`src/rtl/dual_data_responder.sv`:
```
// dual_data_responder: serialises a pair of load/store requests from the
// dual-issue pipeline onto one sram-like data bus. Slot 01 is always issued
// before slot 02, and responses are handed back to the slots in that same order.
module dual_data_responder #(
    parameter int unsigned ADDR_WIDTH = 32,
    parameter int unsigned DATA_WIDTH = 32
) (
    input  logic                  clk,
    input  logic                  resetn,

    // Paired requests from the pre-memory stage
    input  logic                  req_01,
    input  logic                  wr_01,
    input  logic [1:0]            size_01,
    input  logic [ADDR_WIDTH-1:0] addr_01,
    input  logic [3:0]            wstrb_01,
    input  logic [DATA_WIDTH-1:0] wdata_01,
    input  logic                  req_02,
    input  logic                  wr_02,
    input  logic [1:0]            size_02,
    input  logic [ADDR_WIDTH-1:0] addr_02,
    input  logic [3:0]            wstrb_02,
    input  logic [DATA_WIDTH-1:0] wdata_02,
    output logic                  up_addr_ok,

    // Single downstream data bus
    output logic                  data_req,
    output logic                  data_wr,
    output logic [1:0]            data_size,
    output logic [ADDR_WIDTH-1:0] data_addr,
    output logic [3:0]            data_wstrb,
    output logic [DATA_WIDTH-1:0] data_wdata,
    input  logic                  data_addr_ok,
    input  logic                  data_data_ok,
    input  logic [DATA_WIDTH-1:0] data_rdata,

    // Per-slot responses to the memory stage
    output logic                  data_cache_data_ok_01,
    output logic [DATA_WIDTH-1:0] data_cache_rdata_01,
    output logic                  data_cache_data_ok_02,
    output logic [DATA_WIDTH-1:0] data_cache_rdata_02
);

    typedef enum logic [1:0] {
        StIdle,
        StIssue1,
        StIssue2,
        StWait
    } state_e;

    typedef struct packed {
        logic                  valid;
        logic                  wr;
        logic [1:0]            size;
        logic [ADDR_WIDTH-1:0] addr;
        logic [3:0]            wstrb;
        logic [DATA_WIDTH-1:0] wdata;
    } slot_t;

    state_e      state_q, state_d;
    slot_t       slot1_q, slot1_d;
    slot_t       slot2_q, slot2_d;
    logic        done1_q, done1_d;
    logic        done2_q, done2_d;
    logic [1:0]  outstanding_q, outstanding_d;
    // 0 = next response belongs to slot 01, 1 = slot 02
    logic        resp_slot_q, resp_slot_d;

    logic        fire;
    logic        resp_live;
    logic        ok1;
    logic        ok2;
    logic        all_done;

    // Response qualification: a data_ok with nothing outstanding is a stray and is dropped.
    always_comb begin
        fire      = data_req & data_addr_ok;
        resp_live = data_data_ok & (outstanding_q != 2'd0);
        ok1       = resp_live & ~resp_slot_q;
        ok2       = resp_live & resp_slot_q;
        // Counts a response arriving this cycle, so completion can be taken on this edge.
        all_done  = (~slot1_q.valid | done1_q | ok1) & (~slot2_q.valid | done2_q | ok2);
    end

    // Downstream request mux and upstream handshake, driven from the current state.
    always_comb begin
        up_addr_ok = 1'b0;
        data_req   = 1'b0;
        data_wr    = 1'b0;
        data_size  = 2'd0;
        data_addr  = '0;
        data_wstrb = 4'd0;
        data_wdata = '0;
        unique case (state_q)
            StIdle: begin
                up_addr_ok = 1'b1;
            end
            StIssue1: begin
                data_req   = 1'b1;
                data_wr    = slot1_q.wr;
                data_size  = slot1_q.size;
                data_addr  = slot1_q.addr;
                data_wstrb = slot1_q.wstrb;
                data_wdata = slot1_q.wdata;
            end
            StIssue2: begin
                data_req   = 1'b1;
                data_wr    = slot2_q.wr;
                data_size  = slot2_q.size;
                data_addr  = slot2_q.addr;
                data_wstrb = slot2_q.wstrb;
                data_wdata = slot2_q.wdata;
            end
            StWait: begin
                up_addr_ok = 1'b0;
            end
        endcase
    end

    // Response routing: pass-through, no added latency.
    always_comb begin
        data_cache_data_ok_01 = ok1;
        data_cache_data_ok_02 = ok2;
        data_cache_rdata_01   = data_rdata;
        data_cache_rdata_02   = data_rdata;
    end

    // Next-state logic: FSM, slot latches, completion flags and response pointer.
    always_comb begin
        state_d     = state_q;
        slot1_d     = slot1_q;
        slot2_d     = slot2_q;
        done1_d     = done1_q | ok1;
        done2_d     = done2_q | ok2;
        resp_slot_d = resp_slot_q | ok1;

        unique case (state_q)
            StIdle: begin
                if (req_01 | req_02) begin
                    slot1_d.valid = req_01;
                    slot1_d.wr    = wr_01;
                    slot1_d.size  = size_01;
                    slot1_d.addr  = addr_01;
                    slot1_d.wstrb = wstrb_01;
                    slot1_d.wdata = wdata_01;
                    slot2_d.valid = req_02;
                    slot2_d.wr    = wr_02;
                    slot2_d.size  = size_02;
                    slot2_d.addr  = addr_02;
                    slot2_d.wstrb = wstrb_02;
                    slot2_d.wdata = wdata_02;
                    done1_d       = 1'b0;
                    done2_d       = 1'b0;
                    resp_slot_d   = ~req_01;
                    state_d       = req_01 ? StIssue1 : StIssue2;
                end
            end
            StIssue1: begin
                if (data_addr_ok) begin
                    state_d = slot2_q.valid ? StIssue2 : StWait;
                end
            end
            StIssue2: begin
                if (data_addr_ok) begin
                    state_d = all_done ? StIdle : StWait;
                end
            end
            StWait: begin
                if (all_done) begin
                    state_d = StIdle;
                end
            end
        endcase
    end

    // Outstanding counter: accept and response in one cycle cancel out.
    always_comb begin
        outstanding_d = outstanding_q;
        unique case ({fire, resp_live})
            2'b10:   outstanding_d = outstanding_q + 2'd1;
            2'b01:   outstanding_d = outstanding_q - 2'd1;
            default: outstanding_d = outstanding_q;
        endcase
    end

    // State registers; reset drops any latched pair and all outstanding tracking.
    always_ff @(posedge clk or negedge resetn) begin
        if (!resetn) begin
            state_q       <= StIdle;
            slot1_q       <= '0;
            slot2_q       <= '0;
            done1_q       <= 1'b0;
            done2_q       <= 1'b0;
            outstanding_q <= 2'd0;
            resp_slot_q   <= 1'b0;
        end else begin
            state_q       <= state_d;
            slot1_q       <= slot1_d;
            slot2_q       <= slot2_d;
            done1_q       <= done1_d;
            done2_q       <= done2_d;
            outstanding_q <= outstanding_d;
            resp_slot_q   <= resp_slot_d;
        end
    end

endmodule
```
`config.mk`:
```
export PLATFORM = sky130hd
export DESIGN_NAME = dual_data_responder
export DESIGN_NICKNAME = d
export VERILOG_FILES = /design/src/rtl/dual_data_responder.sv
export SDC_FILE = /design/constraint.sdc
export NUM_CORES = 1
export LEC_CHECK = 0
export CORE_MARGIN = 2
export CORE_UTILIZATION = 40
export DETAILED_ROUTE_END_ITERATION = 8
export PLACE_DENSITY = 0.85
export SYNTH_ARGS = -nofsm -noshare
export SYNTH_HDL_FRONTEND = slang
export SYNTH_SLANG_ARGS = --single-unit
```
`constraint.sdc`:
```
create_clock -name clk -period 2.7 [get_ports clk]
set_input_delay 0.81 -clock clk [delete_from_list [all_inputs] [get_ports clk]]
set_output_delay 0.81 -clock clk [all_outputs]
set_load 0.02 [all_outputs]
```
# [Yosys cells after proc, flatten, opt, wreduce, memory -nomap -nowiden]
# Cells that the tools add are included.
[op_classes] add_sub_neg=2 eq_ne=9 muxes=22 bitwise_logic=17 reduce_logical=6
[ops] operator="$pmux W32 S2" count=2
[ops] operator="$mux W2" count=6
[ops] operator="$mux W1" count=9
[ops] operator="$ne A2 B2 Y1 const B" count=4
[ops] operator="$or A1 B1 Y1" count=8
[ops] operator="$pmux W2 S2" count=2
[ops] operator="$pmux W2 S4" count=1
[ops] operator="$pmux W4 S2" count=1
[ops] operator="$eq A2 B2 Y1 const B" count=3
[ops] operator="$and A1 B1 Y1" count=5
[ops] operator="$eq A2 B1 Y1 const B" count=2
[ops] operator="$not A1 Y1" count=4
[ops] operator="$reduce_and A4 Y1" count=1
[ops] operator="$reduce_bool A2 Y1" count=2
[ops] operator="$add A2 B1 Y2 const B" count=1
[ops] operator="$logic_not A2 Y1" count=1
[ops] operator="$pmux W1 S2" count=1
[ops] operator="$reduce_and A2 Y1" count=1
[ops] operator="$reduce_or A2 Y1" count=1
[ops] operator="$sub A2 B1 Y2 const B" count=1
[totals] register_bits=151 inputBits=180 word_cells=73

# [Longest topological paths before layout]
# Gate-level depths: netlist of run 1.
[logic_depth] depth_word=8 mapped_depth=9 mapped_depth_nobuf=7

# [Least setup slack after synthesis of run 1]
# Ideal clock, no wire load.
[synth_timing] kind="register -> output" from="register state_q[0]" to="output data_wdata[25]" t_arrival_ps=1656 required_ps=1890 setup_slack_ps=234 stages_incl_launch_ff=6 path_buffers=2 path_cell_list="dfrtp_1 -> inv_1 -> ha_1 -> clkbuf_1 -> clkbuf_1 -> nor2b_1"
[synth_via] elab_chain_len=2 word_cells_on_any_way=3 classes_between="eq/ne (2); mux (1)"
[synth_lines] item="start, declared" line_no="60" source="state_e state_q, state_d;"
[synth_lines] item="start signal, assigned" line_no="189" source="state_q <= StIdle;"
[synth_lines] item="start signal, assigned" line_no="197" source="state_q <= state_d;"
[synth_lines] item="$eq A2 B2 Y1 or $eq A2 B1 Y1 (tied branches)" line_no="94" source="unique case (state_q)"
[synth_lines] item="$pmux W32 S2 (*)" line_no="94"
[synth_lines] item="end, declared" line_no="32" source="output logic [DATA_WIDTH-1:0] data_wdata,"
# Mark *: on every way between the ends. The rest lies on a longest branch, timed or not.

# [Worst setup path after layout of run 1]
[layout_timing] from="register state_q[0]" to="output data_addr[27]"
[layout_via] elab_chain_len=2 word_cells_on_any_way=3 classes_between="eq/ne (2); mux (1)"
[layout_lines] item="$eq A2 B2 Y1 or $eq A2 B1 Y1 (tied branches)" line_no="94"
[layout_lines] item="$pmux W32 S2 (*)" line_no="94"
[layout_lines] item="end, declared" line_no="30" source="output logic [ADDR_WIDTH-1:0] data_addr,"
# Marked as above.

==> qor.yml, run 1 <==
power.leakage_nw: 4.75
slew_violations: 0
synth_nets: 769
r2r_slack_ns: 1.01
rsz0062_at_grt: "true"
gr-total-overflow: 0
cts_tree: "done"
rr_worst_depth: 7
diodes: 0
postSynthAreaPerCell_um2: 12.6
drcViolationCount: 0
critPathMaxFanout: 31
nets: 937
multi_input_area_um2: 2970
die_x_um: 140
ios: 319
drtIter0Drc: 154
regToRegEndpoint: "state_q[0]"
critical_path_class: "flip-flop to output pin"
synthCells: 583
dpl.hpwl_um: 13300
worstSkewPairLatency_ns: 0.42
antenna_found_initial: 0
clkSinkCount: 151
grt_usage: 0.196
post_drt_wl_per_cell_um: 19.1
die_y_um: 140
required_ns: 1.89
via_per_inst: 5.11
core_um2: 18000
stdcell_area_um2: 9990
fin_crit_ns: 2.63
outcome: "finished, final reports clean"
min_path_type: "input pin to asynchronous set/reset pin"
dieArea_um2: 19500
ctsRootBufferMaster: "clkbuf_16"
power_mw: 4.88
power_density_nw_per_um2: 489
synthToLayoutAreaGrowth_pct: 35.9
path_clk_slew_ns: 0.07
max-slew-margin-rel: 0.685
synth-seq-cells: 151
clock_skew_ns: 0.0108
routed-via-count: 5078
drive_gt1_frac: 0.313
grt_pass1_wl_um: 29800
drv_cap: 0
first_global_vias: 5401
worstReg2RegStart: "state_q[0]"
initial_core_util: 0.408
seqCellArea_um2: 3780
fillers: 1561
place_congestion: 0.791
yosys_warnings: 0
end_kind: "output pin"
ir_worst_vdd_mv: 0.410
dpl_cell_area_um2: 9590
grt_max_degree: 49
setup_viol: 0
crit_arrival_ns: 1.82
worst_slew_pin_slew_ns: 0.472
ys_types: 29
cts_max_level: 4
max_clock_freq_ghz: 0.381
startpoint_type: "flip-flop"
netlist_area_um2: 7350
cts_inserted_buffers: 17
first_pass_iters: 4
rows: 49
yosysSeqAreaShare: 0.514
port_buffers: 222
clockBufferDepth: 2
fin_crit_sh: 0.973
hold_viol: 0
ant_nets: 0
finalWirelength_um: 18900
state kept, by name, indices dropped and copies added (netlist names):
name           cells
outstanding_q      2
state_q            2
slot1_q           72
slot2_q           72
resp_slot_q        1
done1_q            1
done2_q            1
power by group:
part / switching, mW / total, mW / internal [mW]
logic: 0.0747 / 0.268 / 0.194
registers: 0 / 2.26 / 2.26
clock network: 1.01 / 2.35 / 1.35
cells in the mapped netlist:
master,n,area share
buf_1,1,0.00051
buf_6,6,0.0092
nor2b_1,73,0.062
clkbuf_1,23,0.012
a2bb2oi_1,1,0.0012
xnor2_1,2,0.0024
inv_1,7,0.0036
and2_1,1,0.00085
a21oi_1,1,0.00068
o21a_1,2,0.0020
nand2_1,3,0.0015
mux2_2,84,0.13
nor2_1,5,0.0026
ha_1,6,0.010
o211ai_1,3,0.0031
a32o_1,2,0.0027
buf_4,65,0.066
mux2_1,58,0.089
mux2i_1,2,0.0027
o21ai_0,1,0.00068
xor2_1,1,0.0012
o21ai_1,1,0.00068
a22oi_1,71,0.073
a21o_1,1,0.0010
o21ai_2,1,0.0012
dfrtp_1,151,0.51
a31oi_1,1,0.00085
buf_2,8,0.0054
nand3_1,2,0.0014
metrics by stage:
step | cells | utilization | setup WS, ns | hold WS [ns] | setup TNS, ns
after floorplan | 583 | - | 0.234 | 0.441 | 0
after global placement | 959 | 0.532 | -0.267 | 0.452 | -0.523
after detailed placement | 959 | 0.532 | -0.256 | 0.459 | -0.508
after CTS | 993 | 0.561 | -0.00400 | 0.322 | -0.00508
after global routing | 993 | 0.554 | -0.0386 | 0.337 | -0.264
final | 993 | 0.554 | 0.0733 | 0.320 | 0
cell type report:
class / count / share of cell area
Sequential cell: 151 / 0.378
Multi-Input combinational cell: 322 / 0.297
Timing Repair Buffer: 252 / 0.235
Clock buffer: 19 / 0.0453
Tap cell: 229 / 0.0287
Clock inverter: 13 / 0.0136
Inverter: 7 / 0.00263
cell usage in the layout (no fill, tap or decap), types with 3 or more instances in the layout:
cell	count
dfrtp_1	151
clkdlybuf4s50_1	147
clkbuf_16	17
ha_1	3
o211ai_1	3
nor2b_1	72
inv_8	3
inv_1	5
a22oi_1	59
nand2_1	3
clkbuf_2	5
a22oi_2	12
nor2_1	5
mux2_2	84
buf_2	54
buf_4	27
clkinv_4	3
inv_6	3
ha_4	3
mux2_1	58
buf_12	15
worst max-delay path, cell delays in order, from the launching register on:
cell and delay (ns):
dfrtp_1 0.39, inv_2 0.12, ha_4 0.22, buf_12 0.22
a22oi_1 0.10, nor2b_1 0.16, buf_4 0.16
worst max path at each step:
stage | end | cells after the start | startpoint
after global routing | data_wdata[26] | 6 | state_q[0]
after detailed placement | data_cache_data_ok_02 | 4 | data_data_ok
after CTS | data_addr[31] | 6 | state_q[0]
final | data_addr[27] | 6 | state_q[0]
after floorplan | data_wdata[25] | 5 | state_q[0]
after global placement | data_cache_data_ok_02 | 4 | data_data_ok
metal layers:
layer / track usage / up-vias / routed length (um)
met1: 0.215 / 2544 / 7100
met4: 0.0595 / 0 / 404
met2: 0.357 / 183 / 10100
met5: 0 / - / 0
met3: 0.0671 / 29 / 1290
li1: - / 2322 / -
logic make-up (layout without fill, tap and decap cells):
logic type | after synthesis | after routing | share of synthesized area
xor gates and xnor gates | 3 | 3 | 0.00358
and+or+nand+nor | 84 | 84 | 0.0684
buffers and inverters | 110 | 291 | 0.0969
DFF | 151 | 151 | 0.514
adders and majority gates | 6 | 6 | 0.0102
muxes | 144 | 144 | 0.220
AOI/OAI and AO/OA | 85 | 85 | 0.0866
repair_timing:
action | CTS | global route
setup endpoints to repair | 74 | 66
hold buffers | 0 | 0
setup buffers | 0 | 0
gates resized for setup | 265 | 57
gates cloned | 2 | 0
Power figures use the tool's default switching activity.
==> run 2: changes to the inputs <==
Settings changed: CTS_CLUSTER_DIAMETER from default to 80, SKIP_CTS_REPAIR_TIMING from default to 1.
==> qor.yml, run 2 (synthesis results as in run 1) <==
outcome: "finished with violations"
failed_checks: "negative setup slack"
power.share.clock: 0.483
hold_viol: 0
worst-path-stages: 8
final_common_cell: "dfrtp_1"
final_cell_count_no_fill: 1014
cts_max_level: 4
synthToLayoutAreaGrowth_pct: 44.1
drcViolationCount: 0
grt_usage: 0.190
grt_max_degree: 49
nets: 958
multi_input_area_um2: 3150
dpl_cell_area_um2: 9590
fin_crit_sh: 1.02
slew_violations: 0
max_clock_freq_ghz: 0.364
drv_cap: 0
drive_gt1_frac: 0.371
clockBufferDepth: 2
dieArea_um2: 19500
reg.largest.list: "slot1_q x72, slot2_q x72"
crit_arrival_ns: 1.94
worstReg2RegStart: "state_q[1]"
cts_tree: "done"
regToRegEndpoint: "state_q[0]"
power.switching_mw: 1.09
dpl.hpwl_um: 13300
ir_worst_vdd_mv: 0.487
r2r_slack_ns: 0.93
fillers: 1470
hold-worst-slack_ns: 0.316
fin_crit_ns: 2.75
setup_ws_ns: -0.0464
diodes: 0
cp_slowest_stage_delay_ns: 0.40
sequentialPowerShare: 0.462
min_path_type: "input pin to asynchronous set/reset pin"
first_pass_iters: 4
core_um2: 18000
rsz0062_at_grt: "true"
crit_path_top_delay_cell: "dfrtp_1"
grt_pass1_wl_um: 29100
routed-via-count: 5212
port_buffers: 222
stdcell_area_um2: 10600
internal-power_mw: 3.80
setup_viol: 7
combPwrFrac: 0.055
rows: 49
ant_nets: 0
ctsRootBufferMaster: "clkbuf_16"
post_drt_wl_per_cell_um: 20.5
initial_core_util: 0.408
dp.cells: 959
cp_cell_sequence: "buf_6 -> ha_4 -> buf_12 -> clkbuf_16 -> buf_4 -> a22oi_2 -> nor2b_1 -> buf_2"
drtIter0Drc: 165
path_buf_inv: 5
startpoint_type: "flip-flop"
worstSkewPairLatency_ns: 0.42
cts_inserted_buffers: 17
power.leakage_nw: 4.98
max-slew-margin-rel: 0.688
seqCellArea_um2: 3780
die_x_um: 140
gr-total-overflow: 0
die_y_um: 140
ios: 319
end_kind: "output pin"
clkSinkCount: 151
post-place-ws_ns: -0.256
critPathTopFamily: "buffers and inverters"
finalWirelength_um: 20700
power_density_nw_per_um2: 462
required_ns: 1.89
worst_slew_pin_slew_ns: 0.468
critPathMaxFanout: 15
layout_common_cells: "dfrtp_1, clkdlybuf4s50_1, mux2_2"
via_per_inst: 5.14
first_global_vias: 5373
path_clk_slew_ns: 0.07
swShare: 0.222
clock_skew_ns: 0.0113
critical_path_class: "flip-flop to output pin"
place_congestion: 0.791
antenna_found_initial: 0
rr_worst_depth: 8
==> run 2: changes by cell type in the layout (fill, tap and decap cells not counted), moves of 3 or more <==
| cell | change |
|---|---|
| clkbuf_2 | +10 |
| clkbuf_16 | +8 |
| a22oi_2 | +36 |
| a22oi_1 | -36 |
| dlymetal6s2s_1 | +5 |
| buf_2 | -34 |
| buf_12 | +5 |
| buf_4 | +26 |
| buf_6 | +3 |
==> run 2: metrics by stage <==
| stage | setup TNS (ns) | power [mW] | utilization |
|---|---|---|---|
| 2_1_floorplan | 0 | 2.45 | - |
| 3_3_place_gp | -0.523 | 2.57 | 0.532 |
| 3_5_place_dp | -0.508 | 2.58 | 0.532 |
| 4_1_cts | -28.88 | 4.96 | 0.565 |
| 5_1_grt | -1.25 | 5.08 | 0.588 |
| 6_report | -0.182 | 4.89 | 0.588 |
==> run 2: worst max-delay path by stage <==
stage	from	endpoint
after floorplan	state_q[0]	data_wdata[25]
after global placement	data_data_ok	data_cache_data_ok_02
after detailed placement	data_data_ok	data_cache_data_ok_02
after CTS	state_q[0]	data_wdata[24]
after global routing	state_q[1]	data_addr[10]
final	state_q[1]	data_addr[10]
==> run 2: area by class of cell <==
cell class | count | area share
flip-flops and latches | 151 | 0.357
well taps | 229 | 0.0270
multi-input cells | 322 | 0.297
inverters | 7 | 0.00248
repair buffers | 273 | 0.261
clock inverters | 13 | 0.0129
clock buffers | 19 | 0.0428
==> run 2: worst reg2reg max path: cells and delay by family, from the launching register on <==
kind | cells | cell delay [ns]
DFF | 1 | 0.40
buffers and inverters | 3 | 0.43
AOI/OAI and AO/OA | 2 | 0.37
adders and majority gates | 1 | 0.19
and+or+nand+nor | 1 | 0.09
muxes | 1 | 0.17
==> run 2: power by group through the flow <==
stage	Combinational, mW	Clock (mW)	Sequential (mW)
detailed placement	0.274	0	2.30
floorplan	0.142	0	2.30
CTS	0.274	2.42	2.26
global route	0.294	2.53	2.26
global placement	0.269	0	2.30
finish	0.269	2.36	2.26
==> run 2: routing by layer <==
metal | track usage | part of all wire | up-vias
met1 | 0.207 | 0.37 | 2622
met5 | 0 | 0 | -
met4 | 0.0632 | 0.023 | 0
met2 | 0.344 | 0.54 | 192
li1 | - | - | 2368
met3 | 0.0702 | 0.072 | 30
==> run 3: changes to the inputs <==
Settings changed: CORE_ASPECT_RATIO from default to 1.75.
==> qor.yml, run 3 (synthesis results as in run 1) <==
outcome: "finished, final reports clean"
worstReg2RegStart: "state_q[0]"
via_per_inst: 5.15
critPathTopFamily: "buffers and inverters"
path_clk_slew_ns: 0.06
dieArea_um2: 19500
required_ns: 1.89
grt_max_degree: 63
max-slew-margin-rel: 0.739
cp_cell_sequence: "buf_6 -> ha_4 -> buf_12 -> clkbuf_16 -> a22oi_1 -> nor2b_1 -> buf_2"
met2_usage: 0.360
grt.busiest_layer: "met2"
routed-via-count: 5241
synthToLayoutAreaGrowth_pct: 43.2
power.leakage_nw: 4.96
clkSinkCount: 151
worstSkewPairLatency_ns: 0.42
end_kind: "output pin"
critPathMaxFanout: 5
cts_inserted_buffers: 17
reg.largest.list: "slot1_q x72, slot2_q x72"
ctsRootBufferMaster: "clkbuf_16"
rows: 65
crit_path_top_delay_cell: "dfrtp_1"
antenna_found_initial: 0
setup_ws_ns: 0.0319
cts_tree: "done"
post-place-ws_ns: -0.253
diodes: 0
startpoint_type: "flip-flop"
hold_viol: 0
path_buf_inv: 4
grt_pass1_wl_um: 29800
finalWirelength_um: 20800
clock_skew_ns: 0.00829
fin_crit_sh: 0.988
cp_slowest_stage_delay_ns: 0.41
cts_max_level: 4
regToRegEndpoint: "outstanding_q[1]"
grt_usage: 0.202
critical_path_class: "flip-flop to output pin"
ios: 319
min_path_type: "input pin to asynchronous set/reset pin"
die_x_um: 106
worst_slew_pin_slew_ns: 0.391
dpl.hpwl_um: 14100
first_pass_iters: 4
die_y_um: 183
setup_viol: 0
fin_crit_ns: 2.67
finalSetupTns_ns: 0
place_congestion: 0.801
final_common_cell: "dfrtp_1"
first_global_vias: 5695
drive_gt1_frac: 0.355
ir_worst_vdd_mv: 0.423
ant_nets: 0
clockBufferDepth: 2
rr_worst_depth: 7
gr-usage-met3: 0.0590
slew_violations: 0
use_met1: 0.195
final_util: 0.583
crit_arrival_ns: 1.86
core_um2: 18100
max_clock_freq_ghz: 0.375
power_density_nw_per_um2: 466
port_buffers: 222
drv_cap: 0
initial_core_util: 0.407
r2r_slack_ns: 1.00
power_mw: 4.90
rsz0062_at_grt: "true"
drtIter0Drc: 161
layout_common_cells: "dfrtp_1, clkdlybuf4s50_1, mux2_2"
drcViolationCount: 0
post_drt_wl_per_cell_um: 20.4
nets: 957
gr-total-overflow: 0
[run 3: layer usage]
metal  vias to the layer above  wire (um)
met2                       190      11200
li1                       2378          -
met4                         0       1420
met1                      2563       6890
met5                         -          0
met3                       110       1310
[run 3: metrics by stage]
step / cells / cell area, um2 / hold slack, ns
6_report: 1018 / 10500 / 0.297
5_1_grt: 1018 / 10500 / 0.312
4_1_cts: 1002 / 10200 / 0.295
3_5_place_dp: 970 / 9610 / 0.474
3_3_place_gp: 970 / 9610 / 0.466
2_1_floorplan: 583 / 7350 / 0.441
[run 3: power breakdown]
part	internal, mW	switching [mW]	leakage (nW)
registers	2.26	0	2.09
clock network	1.40	0.975	0.285
logic	0.192	0.0750	2.59
total	3.85	1.05	4.96
[run 3: how the worst max path moves through the flow]
stage                                       end  depth (start not counted)         start  slack [ns]
after global routing              data_wdata[2]                          7    state_q[0]       -0.07
after detailed placement  data_cache_data_ok_01                          4  data_data_ok       -0.25
after global placement    data_cache_data_ok_01                          4  data_data_ok       -0.22
after CTS                         data_wdata[8]                          6    state_q[0]       -0.56
after floorplan                  data_wdata[25]                          5    state_q[0]        0.23
final                            data_wdata[24]                          7    state_q[0]        0.03
[run 3: worst reg2reg max path: cells and delay by family (launching register included)]
kind	cells	cell delay, ns
buffers and inverters	2	0.24
XOR/XNOR	1	0.17
flip-flops	1	0.39
AND/OR/NAND/NOR	2	0.20
adder cells (fa/ha/maj)	2	0.62
[run 3: final cells by class]
| class | count | area [um2] |
|---|---|---|
| clock buffers | 19 | 443 |
| flip-flops and latches | 151 | 3780 |
| fillers | 1454 | 7530 |
| inverters | 7 | 26.3 |
| well taps | 234 | 293 |
| repair buffers | 272 | 2740 |
| clock inverters | 13 | 149 |
| multi-input cells | 322 | 3090 |
